==> config.mk <==
export PLATFORM = sky130hd
export DESIGN_NAME = systolic_seq_ctrl
export DESIGN_NICKNAME = d
export VERILOG_FILES = /design/src/rtl/systolic_seq_ctrl.sv
export SDC_FILE = /design/constraint.sdc
export NUM_CORES = 1
export LEC_CHECK = 0
export ABC_AREA = 1
export BUFFER_PORTS_ARGS = -buffer_cell sky130_fd_sc_hd__buf_2
export CORE_ASPECT_RATIO = 0.9
export CORE_UTILIZATION = 43
export DETAILED_ROUTE_END_ITERATION = 8
export PLACE_DENSITY = 0.87
export SETUP_SLACK_MARGIN = 0.15
export SLEW_MARGIN = 40
export SYNTH_ARGS = -nofsm -noshare
export SYNTH_HDL_FRONTEND = slang
export SYNTH_SLANG_ARGS = --single-unit
==> constraint.sdc <==
create_clock -name clk -period 4.1 [get_ports clk]
set_input_delay 0 -clock clk [delete_from_list [all_inputs] [get_ports clk]]
set_output_delay 0 -clock clk [all_outputs]
set_load 0.05 [all_outputs]
==> src/rtl/systolic_seq_ctrl.sv <==
// systolic_seq_ctrl: load/run/capture/drain sequencer for the 4x4 systolic array.
// Optional run watchdog enabled by defining SEQ_TIMEOUT_EN.
module systolic_seq_ctrl #(
  parameter int DEPTH       = 8,
  parameter int ADDR_W      = 3,
  parameter int OUT_W       = 64,
  parameter int RUN_TIMEOUT = 64
) (
  input  logic              clk,
  input  logic              rst_b,
  input  logic              load_valid,
  input  logic              load_last,
  output logic              load_ready,
  input  logic              start,
  output logic              in_cs,
  output logic              in_wr,
  output logic [ADDR_W-1:0] in_addr,
  output logic              arr_input_en,
  input  logic              arr_output_en,
  output logic              out_cs,
  output logic              out_wr,
  output logic [ADDR_W-1:0] out_addr,
  input  logic [OUT_W-1:0]  out_dout,
  output logic [OUT_W-1:0]  res_data,
  output logic              res_valid,
  output logic              res_last,
  input  logic              res_ready,
  output logic              busy,
  output logic              done,
  output logic              err
);
  typedef enum logic [2:0] {IDLE, LOAD, READY, RUN, DRAIN} state_t;
  localparam logic [ADDR_W:0] DEP = (ADDR_W+1)'(DEPTH);
  state_t state_q, state_d;
  logic [ADDR_W:0] wcnt_q, wcnt_d, rcnt_q, rcnt_d, ccnt_q, ccnt_d, dcnt_q, dcnt_d;
  logic arr_en_q, arr_en_d, res_valid_q, res_valid_d, err_q, err_d;
  logic lr_c, in_cs_c, in_wr_c, out_cs_c, out_wr_c, done_c, tmo;
  logic [ADDR_W-1:0] in_addr_c, out_addr_c;
`ifdef SEQ_TIMEOUT_EN
  localparam int TW = $clog2(RUN_TIMEOUT + 1);
  logic [TW-1:0] tcnt_q;
  always_ff @(posedge clk)
    tcnt_q <= (!rst_b || state_q != RUN) ? '0 : tcnt_q + 1'b1;
  assign tmo = tcnt_q == TW'(RUN_TIMEOUT - 1);
`else
  assign tmo = 1'b0;
`endif
  always_comb begin
    state_d     = state_q;
    wcnt_d      = wcnt_q;
    rcnt_d      = rcnt_q;
    ccnt_d      = ccnt_q;
    dcnt_d      = dcnt_q;
    res_valid_d = res_valid_q;
    err_d       = err_q;
    arr_en_d    = 1'b0;
    lr_c        = 1'b0;
    in_cs_c     = 1'b0;
    in_wr_c     = 1'b0;
    in_addr_c   = '0;
    out_cs_c    = 1'b0;
    out_wr_c    = 1'b0;
    out_addr_c  = '0;
    done_c      = 1'b0;
    case (state_q)
      IDLE, LOAD: begin
        lr_c = wcnt_q < DEP;
        if (load_valid && lr_c) begin
          in_cs_c   = 1'b1;
          in_wr_c   = 1'b1;
          in_addr_c = wcnt_q[ADDR_W-1:0];
          wcnt_d    = wcnt_q + 1'b1;
          state_d   = (load_last || wcnt_d == DEP) ? READY : LOAD;
        end
      end
      READY: if (start) begin
        state_d = RUN;
        rcnt_d  = '0;
        ccnt_d  = '0;
      end
      RUN: begin
        // arr_input_en is the registered read strobe, lagging the SRAM read by one cycle
        if (rcnt_q < DEP) begin
          in_cs_c   = 1'b1;
          in_addr_c = rcnt_q[ADDR_W-1:0];
          rcnt_d    = rcnt_q + 1'b1;
          arr_en_d  = 1'b1;
        end
        if (arr_output_en && ccnt_q < DEP) begin
          out_cs_c   = 1'b1;
          out_wr_c   = 1'b1;
          out_addr_c = ccnt_q[ADDR_W-1:0];
          ccnt_d     = ccnt_q + 1'b1;
        end
        if (ccnt_d == DEP) state_d = DRAIN;
        else if (tmo) begin
          state_d  = IDLE;
          err_d    = 1'b1;
          arr_en_d = 1'b0;
          wcnt_d   = '0;
          rcnt_d   = '0;
          ccnt_d   = '0;
        end
      end
      DRAIN: begin
        if (res_valid_q && res_ready) res_valid_d = 1'b0;
        if (dcnt_q < DEP && (!res_valid_q || res_ready)) begin
          out_cs_c    = 1'b1;
          out_addr_c  = dcnt_q[ADDR_W-1:0];
          dcnt_d      = dcnt_q + 1'b1;
          res_valid_d = 1'b1;
        end
        if (res_valid_q && res_ready && dcnt_q == DEP) begin
          done_c  = 1'b1;
          state_d = IDLE;
          wcnt_d  = '0;
          rcnt_d  = '0;
          ccnt_d  = '0;
          dcnt_d  = '0;
        end
      end
      default: state_d = IDLE;
    endcase
  end
  always_ff @(posedge clk) begin
    if (!rst_b) begin
      state_q     <= IDLE;
      wcnt_q      <= '0;
      rcnt_q      <= '0;
      ccnt_q      <= '0;
      dcnt_q      <= '0;
      arr_en_q    <= 1'b0;
      res_valid_q <= 1'b0;
      err_q       <= 1'b0;
    end else begin
      state_q     <= state_d;
      wcnt_q      <= wcnt_d;
      rcnt_q      <= rcnt_d;
      ccnt_q      <= ccnt_d;
      dcnt_q      <= dcnt_d;
      arr_en_q    <= arr_en_d;
      res_valid_q <= res_valid_d;
      err_q       <= err_d;
    end
  end
  // Every output is forced low while reset is held
  assign load_ready   = rst_b & lr_c;
  assign in_cs        = rst_b & in_cs_c;
  assign in_wr        = rst_b & in_wr_c;
  assign in_addr      = rst_b ? in_addr_c : '0;
  assign arr_input_en = rst_b & arr_en_q;
  assign out_cs       = rst_b & out_cs_c;
  assign out_wr       = rst_b & out_wr_c;
  assign out_addr     = rst_b ? out_addr_c : '0;
  assign res_data     = rst_b ? out_dout : '0;
  assign res_valid    = rst_b & res_valid_q;
  assign res_last     = res_valid & (dcnt_q == DEP);
  assign busy         = rst_b & (state_q != IDLE);
  assign done         = rst_b & done_c;
  assign err          = rst_b & err_q;
endmodule
# --- Yosys cells after proc, flatten, opt, wreduce, memory -nomap -nowiden ---
# Index checks and enable logic that the tools add are counted.
classes:
  add_sub_neg: 4
  order_cmp: 4
  eq_ne: 12
  muxes: 39
  n_bitwise: 10
  reduce_logical: 22
ops:
  columns: ["op", "n"]
  rows:
  - ["64-bit 2-to-1 mux", 1]
  - ["4-bit 2-to-1 mux", 8]
  - ["3-bit 2-to-1 mux", 10]
  - ["4-bit case mux with 3 select lines", 2]
  - ["4-bit by 1-bit adder with 4-bit output (second input constant)", 4]
  - ["4-bit less-than comparator (second input constant)", 4]
  - ["4-bit == test (second input constant)", 3]
  - ["3-bit case mux with 2 select lines", 2]
  - ["3-bit case mux with 4 select lines", 1]
  - ["1-bit 2-to-1 mux", 11]
  - ["1-bit bitwise AND", 10]
  - ["2-bit != test (second input constant)", 5]
  - ["4-bit case mux with 2 select lines", 1]
  - ["4-bit AND reduction", 2]
  - ["3-bit by 2-bit == test with 1-bit output (second input constant)", 2]
  - ["2-bit AND reduction", 3]
  - ["3-bit AND reduction", 2]
  - ["2-bit nonzero test", 3]
  - ["3-bit nonzero test", 2]
  - ["1-bit logical AND", 5]
  - ["1-bit case mux with 2 select lines", 2]
  - ["3-bit by 1-bit == test with 1-bit output (second input constant)", 1]
  - ["3-bit == test (second input constant)", 1]
  - ["3-bit logical NOT", 1]
  - ["4 further kinds", 5]
totals:
  regBits: 21
  inputBits: 71
  out_inout_bits: 81
  word_cells: 98

# --- Longest topological paths before layout ---
logic_depth:
  word_depth: 7
  mapped_depth: 11
  mapped_depth_nobuf: 11

# --- Worst setup path before layout ---
# OpenSTA, ideal clock, no wires.
synth_timing:
  path_kind: "register -> output"
  start: "reg state_q[1]"
  end: "out out_addr[2]"
  t_arrival_ps: 2051
  required_ps: 4100
  setup_slack_ps: 2049
  stages_incl_launch_ff: 5
  n_path_buf: 0
  path_cell_list: "dfxtp_1 -> nand3_2 -> nor2_1 -> a22oi_1 -> a211oi_1"
synth_between:
  elab_chain_cells: 3
  elab_cells_between_ends: 4
  classes_between: "eq/ne: 2; mux: 2"
synth_rtl:
  columns: ["item", "line", "source"]
  rows:
  - ["from (decl)", "34", "state_t state_q, state_d;"]
  - ["from (signal assigned)", "136", "state_q <= state_d;"]
  - ["3-bit == test / 3-bit by 2-bit == test with 1-bit output (equally long branches)", "65", "case (state_q)"]
  - ["3-bit case mux with 2 select lines (*)", "65", null]
  - ["3-bit 2-to-1 mux (*)", "154", "assign out_addr = rst_b ? out_addr_c : '0;"]
  - ["to (decl)", "22", "output logic [ADDR_W-1:0] out_addr,"]
# Every way passes the cells marked *; elsewhere a longest branch is shown, timed or not.

# --- Worst setup path in the final report ---
# Same ends and word-level chain as after synthesis.

==> results.md <==
- Status: finished, final reports clean
- Initial antenna violation count: 0
- Mapped Area: 0.001894 mm2
- Row cnt: 22
- Share of layout cells above drive strength 1: 37.32%
- Longest Clk Path Bufs: 2
- # port buffers: 150
- Post-synth cell types: 30
- Gate Count Post-Synth: 342
- CTS Buf Count: 3
- DR vias/cell: around 4.4
- Routed Antenna Nets: 0
- Crit share post-route: 43.52%
- Via Count: between 2000 and 2500
- Hold_buf cts: 0
- Most common cell after layout, fill and taps aside: buf_2
- Rel. slew slack: 58.82%
- Gpl congestion: a little under 0.9
- Post-CTS setup buffers: 0
- Antenna diodes: 0
- Min Tclk post-route: 1784 ps
- Post-layout net count: around 560
- WP data arrival: 1780 ps
- Io pins: roughly 150
- Worst setup SP type: flip-flop
- Fin Clk Skew: 10.71 ps
- Clk_lat worst skew: 260 ps
- Cts repair resizes: 0
- # DRC: 0
- Initial Utilization: 45.57%
- Final HPWL DP: 4.498 mm
- Die height: 64.97 um
- Endpoint type of the worst setup path: output pin
- Syn Area/Cell: ~5.5 um2
- CTS tree: built
- Setup TNS: 0 ps
- H-tree level count: 1
- Slew Viols, Final: 0
- Total power: approximately 0.00065 W
- # Max-Cap Violations: 0
- Commonest cells after routing, fill and taps aside: buf_2, nand2_1, inv_1, nor2_1
- Routed WL: 5.562 mm
- Yosys reg bits: 21
- Die ar.: between 0.004 and 0.005 mm2
- Number of global-route vias before repair: 2059
- Synth Warn #: 0
- Root buf cell: clkbuf_8
- Clk sinks: 21
- Static Leak: 1.922 nW
- Worst Path Required: 4100 ps
- Peak VDD IR: 0.0001277 V
- Worst-path fanout max: 7
- Total nets after synthesis: about 420
- First-pass GRT wire length: 8.618 mm
- Total grt overflow: 0
- Initial DRT Pass Iterations: 4
- Final Hold Viols: 0
- Power per cell area: approximately 240 mW/mm2
- Routed WL per cell: 10.21 um
- Global-route usage over all layers: 22.91%
- Initial drt markers: 134
- RSZ-0062 raised after global routing: no
- Worst setup path class: flip-flop to output pin
- Worst Max-Slew Pin Slew: 617.7 ps
- Count of final setup violators: 0
- Clock Pin Slew Worst Setup and Hold Paths: 80 ps
- Die X: 71.97 um
- Peak Freq: 560.4 MHz
- Synth-to-layout area growth: 43.66%
- Min-Delay Path Class: input port to flip-flop
- Largest net degree at the start of global routing: 71
- Core Footprint: 0.004156 mm2
- Register area share after synthesis: 22.19%
## registers in the layout, summed over array words and instances (netlist names)
name / cells
arr_en_q: 1
ccnt_q: 4
dcnt_q: 4
rcnt_q: 4
res_valid_q: 1
state_q: 3
wcnt_q: 4
## per-stage QoR
stage / setup slack [ps] / instances / util [%] / area (um2) / hold slack (ps)
floorplan: 2049 / 342 / - / 1894 / 197.1
global placement: 2317 / 541 / 64.36 / 2675 / 349.9
detailed placement: 2251 / 541 / 64.36 / 2675 / 351.3
CTS: 2251 / 545 / 65.47 / 2721 / 85.64
global route: 2159 / 545 / 65.47 / 2721 / 142.8
finish: 2316 / 545 / 65.47 / 2721 / 91.67
## final cells by class
cell class,count,area (um2)
Clock buffer,3,41.29
Inverter,94,355.3
Tap cell,60,75.07
Timing Repair Buffer,151,758.2
Multi-Input combinational cell,215,1066
Sequential cell,21,420.4
Fill cell,393,1435
Clock inverter,1,5.005
## critical path, cell delays in order, from the launching register on
cell and delay [ps]:
dfxtp_1 460, nand3_2 240, nor2_1 230, a22oi_1 120, a211oi_1 170, buf_2 300
## Yosys cell counts (all sizes together)
cell type | instances | area (um2)
a211oi | 1 | 7.510
a21oi | 22 | 113.9
a22oi | 4 | 30.03
buf | 5 | 26.27
clkbuf | 7 | 26.28
conb | 1 | 3.750
dfxtp | 21 | 420.4
ha | 6 | 75.07
inv | 94 | 355.3
nand2 | 114 | 457.9
nand3 | 19 | 105.1
nand3b | 2 | 15.01
nand4 | 5 | 37.53
nor2 | 30 | 150.1
nor3 | 2 | 10.01
o21ai | 6 | 33.78
xnor2 | 1 | 8.760
xor2 | 2 | 17.52
## routing by layer
| layer | global-route usage, % | routed length [um] | vias up | share of wire, % |
|---|---|---|---|---|
| met4 | 4.657 | 59 | 0 | 1.1 |
| met5 | 0 | 0 | - | 0 |
| met2 | 41.39 | 2708 | 88 | 49 |
| li1 | - | - | 1288 | - |
| met1 | 28.88 | 2470 | 1041 | 44 |
| met3 | 3.110 | 323 | 4 | 5.8 |
## cells by family (layout without fill, tap and decap cells)
logic type,Yosys count,count (layout),share of synthesized area (%)
buf+inv,106,249,21.53
simple gates,172,172,40.95
compound gates,33,33,9.776
other cells,1,1,0.1980
fa+ha+maj,6,6,3.963
flops,21,21,22.19
xor+xnor,3,3,1.387
## path summary, 6_finish.rpt
kind | startpoint | to | slack (ps) | cells past startpoint
worst max-delay path | state_q[1]$_SDFFE_PN0P_ | out_addr[2] | 2320 | 5
worst min-delay path | res_ready | res_valid_q$_SDFFE_PN0P_ | 90 | 4
worst max register to register | dcnt_q[1]$_SDFFE_PN0P_ | rcnt_q[2]$_SDFFE_PN0P_ | 2520 | 10
worst min register to register | dcnt_q[3]$_SDFFE_PN0P_ | dcnt_q[3]$_SDFFE_PN0P_ | 490 | 2
## power by group
| part | internal, W | switching (W) |
|---|---|---|
| logic | 0.0000783 | 0.000223 |
| registers | 0.000209 | 0.00000769 |
| clock network | 0.0000677 | 0.0000687 |
Note: power is estimated with default switching activity, not from simulation.
